[src/rtl/pipe_trace.sv]
// pipe_trace -- instruction-trace tracker for the 5-stage MIPS pipeline.
//
// Shadows the datapath pipeline registers so that the instruction word and
// valid bit held in each stage (D, E, M, W) are visible in one place. It
// applies the same stall/flush controls as the hazard unit. It also counts
// cycles spent tracking and retired instructions, and it detects the
// program-terminating instruction.
//
// Ports:
//   clk, reset                   clock, synchronous active-high reset
//   start                        leave IDLE and begin tracking
//   instrF, validF               fetched word and its valid flag
//   stallD, flushD, flushE       hazard-unit controls
//   instrF_o                     combinational copy of instrF
//   instrD/E/M/W, validD/E/M/W   per-stage word and valid flag
//   trace_en                     high while tracking (RUN)
//   cycles, retired              saturating RUN-cycle and retire counters
//   halted                       sticky, HALT_INSTR has retired
module pipe_trace #(
  parameter logic [31:0] NOP        = 32'h0000_0000,
  parameter logic [31:0] HALT_INSTR = 32'h0000_000c,
  parameter int          CNT_W      = 32
) (
  input  logic             clk,
  input  logic             reset,
  input  logic             start,
  input  logic [31:0]      instrF,
  input  logic             validF,
  input  logic             stallD,
  input  logic             flushD,
  input  logic             flushE,
  output logic [31:0]      instrF_o,
  output logic [31:0]      instrD,
  output logic [31:0]      instrE,
  output logic [31:0]      instrM,
  output logic [31:0]      instrW,
  output logic             validD,
  output logic             validE,
  output logic             validM,
  output logic             validW,
  output logic             trace_en,
  output logic [CNT_W-1:0] cycles,
  output logic [CNT_W-1:0] retired,
  output logic             halted
);

  typedef enum logic [1:0] {IDLE, RUN, HALTED} state_t;

  state_t state, state_nxt;

  // p0 = D, p1 = E, p2 = M, p3 = W
  logic [31:0]      instr_p0, instr_p1, instr_p2, instr_p3;
  logic             vld_p0, vld_p1, vld_p2, vld_p3;
  logic [CNT_W-1:0] cycles_q, retired_q;
  logic             adv;
  logic             halt_hit;

  function automatic logic [CNT_W-1:0] sat_inc(input logic [CNT_W-1:0] v);
    return (&v) ? v : v + CNT_W'(1);
  endfunction

  assign adv      = (state == RUN);
  assign halt_hit = vld_p3 && (instr_p3 == HALT_INSTR);

  always_ff @(posedge clk) begin
    if (reset) state <= IDLE;
    else       state <= state_nxt;
  end

  always_comb begin
    state_nxt = state;
    case (state)
      IDLE:    if (start) state_nxt = RUN;
      RUN:     if (halt_hit) state_nxt = HALTED;
      HALTED:  state_nxt = HALTED;
      default: state_nxt = IDLE;
    endcase
  end

  // F -> D: stall beats flush
  always_ff @(posedge clk) begin
    if (reset) begin
      instr_p0 <= NOP;
      vld_p0   <= 1'b0;
    end else if (adv && !stallD) begin
      instr_p0 <= flushD ? NOP  : instrF;
      vld_p0   <= flushD ? 1'b0 : validF;
    end
  end

  // D -> E: never stalled, flush inserts a bubble
  always_ff @(posedge clk) begin
    if (reset) begin
      instr_p1 <= NOP;
      vld_p1   <= 1'b0;
    end else if (adv) begin
      instr_p1 <= flushE ? NOP  : instr_p0;
      vld_p1   <= flushE ? 1'b0 : vld_p0;
    end
  end

  // E -> M -> W: unconditional advance
  always_ff @(posedge clk) begin
    if (reset) begin
      instr_p2 <= NOP;
      vld_p2   <= 1'b0;
      instr_p3 <= NOP;
      vld_p3   <= 1'b0;
    end else if (adv) begin
      instr_p2 <= instr_p1;
      vld_p2   <= vld_p1;
      instr_p3 <= instr_p2;
      vld_p3   <= vld_p2;
    end
  end

  // Counters: the halting edge still counts as a RUN edge
  always_ff @(posedge clk) begin
    if (reset) begin
      cycles_q  <= '0;
      retired_q <= '0;
    end else if (adv) begin
      cycles_q <= sat_inc(cycles_q);
      if (vld_p3) retired_q <= sat_inc(retired_q);
    end
  end

  assign instrF_o = instrF;
  assign instrD   = instr_p0;
  assign instrE   = instr_p1;
  assign instrM   = instr_p2;
  assign instrW   = instr_p3;
  assign validD   = vld_p0;
  assign validE   = vld_p1;
  assign validM   = vld_p2;
  assign validW   = vld_p3;
  assign cycles   = cycles_q;
  assign retired  = retired_q;
  assign trace_en = (state == RUN);
  assign halted   = (state == HALTED);

endmodule

[config.mk]
export PLATFORM = sky130hd
export DESIGN_NAME = pipe_trace
export DESIGN_NICKNAME = d
export VERILOG_FILES = /design/src/rtl/pipe_trace.sv
export SDC_FILE = /design/constraint.sdc
export NUM_CORES = 1
export LEC_CHECK = 0
export CELL_PAD_IN_SITES_DETAIL_PLACEMENT = 1
export CELL_PAD_IN_SITES_GLOBAL_PLACEMENT = 2
export CORE_ASPECT_RATIO = 1.1
export CORE_MARGIN = 3
export CORE_UTILIZATION = 27
export DETAILED_ROUTE_END_ITERATION = 12
export PLACE_DENSITY_LB_ADDON = 0.25
export SYNTH_ARGS = -nofsm -noshare
export SYNTH_HDL_FRONTEND = slang
export SYNTH_SLANG_ARGS = --single-unit
[constraint.sdc]
create_clock -name clk -period 3.19 [get_ports clk]
set_input_delay 0.4785 -clock clk [delete_from_list [all_inputs] [get_ports clk]]
set_output_delay 0.4785 -clock clk [all_outputs]
set_load 0.01 [all_outputs]
Yosys cells after proc, flatten, opt, wreduce, memory -nomap -nowiden. Index checks and enable logic that the tools add are counted.

Add/sub/neg operators: 2. Eq/ne operators: 5. Muxes and demuxes: 7. Bitwise logic cells: 2. Reductions and logical operators: 9.

Operators by type and width (number): adder 32 x 1 -> 32 bit, second input constant (2); 2-to-1 mux 32 bit (2); AND reduction 32 bit (2); equality test 32 x 4 -> 1 bit, second input constant (1); one-hot mux 2 bit (3 select lines) (1); 2-to-1 mux 2 bit (2); AND reduction 2 bit (2); AND reduction 3 bit (1); equality test 2 x 1 -> 1 bit, second input constant (1); equality test 2 bit, second input constant (1); logical AND 1 bit (2); logical NOT 2 bit (1); 2-to-1 mux 1 bit (2); != test 2 x 1 -> 1 bit, second input constant (1); != test 2 bit, second input constant (1); inverter 1 bit (2); logical NOT 1 bit (1).

Register bits: 198. Input bits: 39. Output and inout port bits: 230. Word-level logic and storage cells: 36.

Depth between registers and ports, before layout. Gate-level depths: netlist (run 1).

Depth after elaboration: 4. Gate-level depth with buffers: 10. Mapped depth without buffers: 7.

Worst setup path before layout (run 1). No wires, ideal clock.

Path kind: reg2reg. From: register retired_q[2], in the netlist retired[2]. To: register retired_q[27], in the netlist retired[27]. Library setup time: 70 ps. Data arrival time: 2336 ps. Data required time: 3120 ps. Slack: 784 ps. Stages on the path, launching flop included: 8. Path buffers: 2. Clock period less this slack: 2406 ps. Path through: dfxtp_1 > nand4_2 > or4_1 > buf_2 > or3_1 > buf_2 > or4_1 > a21oi_1.

Cells in the longest elaborated chain, start to end: 3. Elaborated cells between the ends (all ways): 4. Those cells by class: add/sub (1); bitwise (1); reduce/logical (2).

Ends and longest elaborated chain: start: declaration (RTL line 54) `logic [CNT_W-1:0] cycles_q, retired_q;`; start signal: assignment (RTL line 124) `if (vld_p3) retired_q <= sat_inc(retired_q);`; parallel branches: the longest is 3 deep, another holds adder 32 x 1 -> 32 bit.

Several ways; the timed one is not identified. A chain may end at the register's enable or synchronous reset.

Worst setup path in the final report (run 1).
From: register state[1]. To: output trace_en.

Cells in the longest elaborated chain, start to end: 1.

Ends and longest elaborated chain: start: declaration (RTL line 49) `state_t state, state_nxt;`; start signal: assignment (RTL line 67) `else state <= state_nxt;`; equality test 2 x 1 -> 1 bit (RTL line 139) `assign trace_en = (state == RUN);`; end: declaration (RTL line 41) `output logic trace_en,`.

Every way passes these cells.

==> results.yml, run 1 <==
outcome:
  status: "finished, final reports clean"
placed_design:
  io_buffers: 268
  hpwlAfterDp_mm: 21.6
  routabilityCongestion: 0.768
  dp_cells: 1596
  place_worst_setup_slack_ns: 0.556
  placed_cell_area_mm2: 0.0114
die:
  ios: 269
  rows: 67
  die-area_mm2: 0.0337
  die_w_um: 175
  coreArea_mm2: 0.0308
  die_h_um: 192
  start_util_pct: 27.6
critical_path:
  cp_data_required_time_ns: 2.71
  startpoint_type: "flop"
  cp.arrival_ns: 2.18
  path_max_fanout: 31
  worstSetupPathType: "flop to output pin"
  end_kind: "output pin"
power_and_ir_drop:
  switching_power_uw: 1490
  combPwrFrac_pct: 12.1
  pwr-share-seq_pct: 46.8
  clock_power_share_pct: 41.1
  max-vdd-ir-drop_mv: 0.295
  intPower_uw: 3920
  p_sw_share_pct: 27.6
  powerDensity_mw_per_mm2: 452
  p_leak_uw: 0.00402
drt:
  post_drt_wl_per_cell_um: 18.4
  via_count: 7850
  wirelength_mm: 29.9
  vias_per_cell: 4.82
  drt.antenna.violating_nets: 0
  drtIter0Drc: 319
  firstDrtPassIters: 4
  drc: 0
finish:
  multi_input_area_mm2: 0.00403
  finalNetCount: 1245
  fillers: 3601
  final_cell_area_mm2: 0.0120
  insertedDiodeCount: 0
  syn_to_final_growth_pct: 40.8
  regArea_mm2: 0.00396
  fin_cells: 1628
  layout-drive-gt1-share_pct: 4.70
timing:
  hold-worst-slack_ns: 0.476
  period_minus_slack_ns: 2.65
  report.final.slew_viol_count: 0
  setup_viol: 0
  tightest_slew_ns: 0.664
  fin_tns_setup_ns: 0
  rsz0062_at_grt: "false"
  hold_violations: 0
  max-slew-margin-rel_pct: 55.4
  fin_ws_ns: 0.536
  finClkSkew_ns: 0.0131
  max_freq_ghz: 0.377
  timing.final.crit_share_pct: 83.2
worst_hold_path:
  hp-class: "input port to flop"
synth:
  synth_top_area_cell: "dfxtp_1"
  ys_seq_elements: 198
  ys.flop_type: "dfxtp_1"
  syn_nets: 1041
  synth_warnings: 0
  ys_seq_area_share_pct: 46.6
  ys_types: 44
  avgSynthCellArea_um2: 8.53
  ys_async_sr_fraction_pct: 0
  synth-edff-count: 0
  synth_top_cell_area_share_pct: 46.6
  syn_area_mm2: 0.00850
  syn_inst: 997
  synth_area_leaders: "dfxtp_1 47%, nor2_1 8.9%, mux2i_1 7.9%, a21oi_1 5.7%, nor3b_1 2.9%"
global_route:
  met1_usage_pct: 20.3
  grt_pass1_vias: 8213
  antenna_found_initial: 0
  grt_max_degree: 95
  grt.met2_usage_pct: 31.9
  grt_use_total_pct: 17.7
  busiest_layer: "met2"
  grt_pass1_wl_mm: 47.1
  grtUsageMet3_pct: 6.15
  grt.overflow.total: 0
clocking:
  clkTransAtPathRegs_ns: 0.08
  cts_setup_buffers: 0
  clk_latency_ns: 0.44
  root_buffer: "clkbuf_16"
  cts_max_path_buffers: 2
  cts.sinks: 198
  hold_buffers: 0
  cts_made_buffers: 17
  tritoncts: "done"
  htreeDepth: 4
  post_cts_resized: 0
run:
  cap_violations: 0
==> sequential cells by signal, indices dropped and copies added, names as in the netlist, 2 cells and up <==
name and count:
cycles 32, instrD 32, instrE 32, instrM 32, instrW 32, retired 32, state 2
==> power groups by stage <==
stage	registers, uW	clock network [uW]	logic [uW]
2_1_floorplan	2590	0	412
3_3_place_gp	2590	0	668
3_5_place_dp	2590	0	667
4_1_cts	2530	2320	670
5_1_grt	2540	2420	716
6_report	2530	2230	655
==> cells in the mapped netlist, drive strengths merged, types with 2 or more instances <==
cell     count
nor2       202
dfxtp      198
a21oi       97
mux2i       67
clkbuf      60
nand2       58
buf         39
nor3b       33
nand3       28
nand4       26
xnor2       22
o21ai       18
or3         16
nor4        15
and3        12
or4         12
o31ai       11
and4         9
nor2b        9
nor3         9
xor2         8
a31oi        7
a2111oi      6
inv          6
a211oi       5
ha           5
mux2         4
a21o         2
nand2b       2
==> cell usage in the layout (no fill, tap or decap), types with 3 or more instances in the layout <==
cell and n:
clkinv_4 4, a31oi_1 7, nand2_1 58, buf_4 14
dfxtp_1 198, nor2_1 202, xor2_1 8, inv_1 6
ha_1 4, nand3_1 28, and4_1 9, a21oi_1 97
or4_1 12, mux2_2 4, nand4_1 25, o31ai_1 11
and3_1 12, nor3b_1 33, nor3_1 9, clkdlybuf4s50_1 267
xnor2_1 22, clkbuf_16 17, a2111oi_0 6, nor4_1 15
a211oi_1 5, or3_1 16, nor2b_1 9, o21ai_0 18
inv_8 3, mux2i_1 67
==> worst paths after layout <==
check / from / to / slack, ns / cells after the start
worst max-delay path: state[1] / trace_en / 0.54 / 4
worst min-delay path: reset / retired[24] / 0.48 / 2
worst max register to register: state[1] / cycles[29] / 0.55 / 7
worst min register to register: cycles[11] / cycles[11] / 0.51 / 2
==> per-layer routing <==
layer	share of wire, %	wire [um]	vias to the layer above
met5	0	0	-
met3	6.7	2010	12
li1	-	-	3853
met4	0.69	207	0
met2	52	15400	155
met1	41	12300	3830
==> cell type report <==
type,instances,share of cell area (%)
clock buffer,18,3.67
clock inverter,14,1.37
inverter,7,0.219
multi-input combinational,693,33.7
sequential,198,33.1
tap,414,4.33
timing repair buffer,284,23.6
==> stage by stage <==
stage / util [%] / total power [uW]
floorplan: - / 3000
global placement: 37.0 / 3260
detailed placement: 37.0 / 3260
CTS: 38.9 / 5530
global route: 38.9 / 5670
finish: 38.9 / 5410
==> logic make-up (layout without fill, tap and decap cells) <==
kind of cell               count (synthesis)  count (layout)  share of synthesized area (%)
muxes                                     71              71                           8.42
and+or+nand+nor                          436             436                           25.0
DFF                                      198             198                           46.6
adders and majority gates                  5               5                          0.736
buffers and inverters                    106             323                           6.13
xor gates and xnor gates                  30              30                           3.09
AOI/OAI and AO/OA                        151             151                           9.99
==> critical path, stage by stage, from the launching register on <==
cell and delay, ns:
dfxtp_1 0.32, inv_1 0.14, ha_4 0.24, buf_4 0.39
clkdlybuf4s50_1 0.64
No activity file was read; power rests on OpenSTA's default activity.
==> run 2, diff against run 1 <==
--- a/config.mk
+++ b/config.mk
@@ -9,7 +9,7 @@
 export CELL_PAD_IN_SITES_GLOBAL_PLACEMENT = 2
 export CORE_ASPECT_RATIO = 1.1
 export CORE_MARGIN = 3
-export CORE_UTILIZATION = 27
+export CORE_UTILIZATION = 24
 export DETAILED_ROUTE_END_ITERATION = 12
 export PLACE_DENSITY_LB_ADDON = 0.25
 export SYNTH_ARGS = -nofsm -noshare
==> constraint.sdc (replaced) <==
create_clock -name clk -period 2.2 [get_ports clk]
set_input_delay 0.33 -clock clk [delete_from_list [all_inputs] [get_ports clk]]
set_output_delay 0.33 -clock clk [all_outputs]
set_load 0.01 [all_outputs]
==> results.yml, run 2 (synthesis results as in run 1) <==
critical_path:
  crit_family: "simple AND/OR/NAND/NOR gates"
  max_stage_delay_ns: 0.55
  end_kind: "flop"
  startpoint: "retired[5]"
  r2r-start: "retired[5]"
  path_cells: "nand4_4 -> or4_4 -> or3_4 -> or4_4 -> a21oi_2"
  cp_data_required_time_ns: 2.58
  cp.buffers_inverters: 0
  cp.depth: 5
  startpoint_type: "flop"
  cp.arrival_ns: 2.53
  rrSetupSlack_ns: 0.06
  worstSetupEndpoint: "retired[27]"
  worstSetupPathType: "flop to flop"
  reg2reg_to: "retired[27]"
  slowest_stage: "or4_4"
  cp_common_cell: "or4_4"
  path_max_fanout: 10
  reg2reg_depth: 5
die:
  die-area_mm2: 0.0377
  ios: 269
  die_w_um: 185
  rows: 71
  die_h_um: 203
  start_util_pct: 24.6
  coreArea_mm2: 0.0346
global_route:
  grt_max_degree: 90
  grt_use_total_pct: 16.8
  grt.overflow.total: 0
  busiest_layer: "met2"
  grt.met2_usage_pct: 28.9
  antenna_found_initial: 0
  met1_usage_pct: 19.9
  grt_pass1_vias: 8399
  grtUsageMet3_pct: 5.85
  grt_pass1_wl_mm: 49.3
power_and_ir_drop:
  power_uw: 7990
  pwr-share-seq_pct: 45.8
  intPower_uw: 5710
  switching_power_uw: 2280
  powerDensity_mw_per_mm2: 629
  p_sw_share_pct: 28.6
  p_leak_uw: 0.00444
  max-vdd-ir-drop_mv: 0.538
  combPwrFrac_pct: 12.2
  clock_power_share_pct: 42.0
timing:
  timing.final.crit_share_pct: 97.5
  max-slew-margin-rel_pct: 47.7
  report.final.slew_viol_count: 0
  rsz0062_at_grt: "false"
  tightest_slew_ns: 0.784
  period_minus_slack_ns: 2.14
  max_freq_ghz: 0.466
  finClkSkew_ns: 0.0198
  fin_ws_ns: 0.0551
  hold_violations: 0
  setup_viol: 0
finish:
  layout-drive-gt1-share_pct: 12.4
  fin_cells: 1725
  syn_to_final_growth_pct: 49.4
  final_util_pct: 36.8
  layout_common_cells: "266 x clkdlybuf4s50_1, 202 x nor2_1, 184 x dfxtp_1"
  final_common_cell: "clkdlybuf4s50_1"
  regArea_mm2: 0.00399
  fillers: 3963
  finalNetCount: 1318
  insertedDiodeCount: 0
  multi_input_area_mm2: 0.00414
clocking:
  cts_made_buffers: 17
  hold_buffers: 0
  clk_latency_ns: 0.46
  root_buffer: "clkbuf_16"
  htreeDepth: 4
  cts_max_path_buffers: 2
  cts.sinks: 198
  clkTransAtPathRegs_ns: 0.08
  tritoncts: "done"
drt:
  drtIter0Drc: 326
  wirelength_mm: 31.8
  firstDrtPassIters: 4
  vias_per_cell: 4.76
  drc: 0
  post_drt_wl_per_cell_um: 18.4
  drt.antenna.violating_nets: 0
  via_count: 8213
worst_hold_path:
  hp-class: "input port to flop"
  min_delay_path_depth: 2
placed_design:
  routabilityCongestion: 0.747
  io_buffers: 268
  dp_cells: 1693
  hpwlAfterDp_mm: 23.5
  place_worst_setup_slack_ns: -0.0468
run:
  cap_violations: 0
outcome:
  status: "finished, final reports clean"
==> run 2: timing repair <==
item / CTS / global route
pin swaps: 0 / 0
endpoints found under the hold margin: 0 / 0
setup endpoints to repair: 5 / 16
gates resized for setup: 2 / 13
setup buffers: 0 / 0
==> run 2: per-stage QoR <==
stage	cell area [um2]	setup TNS (ns)	hold slack, ns
final	12700	0	0.376
after global routing	12700	0	0.414
after CTS	12600	0	0.372
after detailed placement	12000	-0.124	0.494
after global placement	12000	-0.0166	0.477
after floorplan	8590	-0.200	0.492
==> run 2: layout make-up <==
| cell class | count | area share, % |
|---|---|---|
| Clock buffer | 17 | 3.35 |
| Clock inverter | 15 | 1.55 |
| Inverter | 7 | 0.207 |
| Multi-Input combinational cell | 693 | 32.6 |
| Sequential cell | 198 | 31.4 |
| Tap cell | 438 | 4.31 |
| Timing Repair Buffer | 357 | 26.6 |
==> run 2: worst min-delay path by stage <==
stage                           start          end  slack, ns
after floorplan           retired[11]  retired[11]       0.49
after global placement     cycles[15]   cycles[15]       0.48
after detailed placement   cycles[15]   cycles[15]       0.49
after CTS                       reset  retired[28]       0.37
after global routing            reset   instrE[30]       0.41
final                           reset  retired[24]       0.38
==> run 2: power by group through the flow <==
stage / Combinational [uW] / Sequential [uW] / Clock [uW]
final: 976 / 3660 / 3350
after detailed placement: 1000 / 3750 / 0
after floorplan: 599 / 3750 / 0
after global routing: 1070 / 3670 / 3630
after CTS: 1000 / 3660 / 3490
after global placement: 995 / 3750 / 0
==> run 2: layer usage <==
layer	share of wire, %	up-vias
met5	0	-
met1	42	4004
met2	49	183
li1	-	3999
met3	6.8	27
met4	1.5	0
==> run 3, diff against run 2 <==
--- a/config.mk
+++ b/config.mk
@@ -5,6 +5,7 @@
 export SDC_FILE = /design/constraint.sdc
 export NUM_CORES = 1
 export LEC_CHECK = 0
+export ABC_CLOCK_PERIOD_IN_PS = 2200
 export CELL_PAD_IN_SITES_DETAIL_PLACEMENT = 1
 export CELL_PAD_IN_SITES_GLOBAL_PLACEMENT = 2
 export CORE_ASPECT_RATIO = 1.1
==> results of run 3 <==
Same layout as run 2: the final DEF is identical, and so are final timing and power.
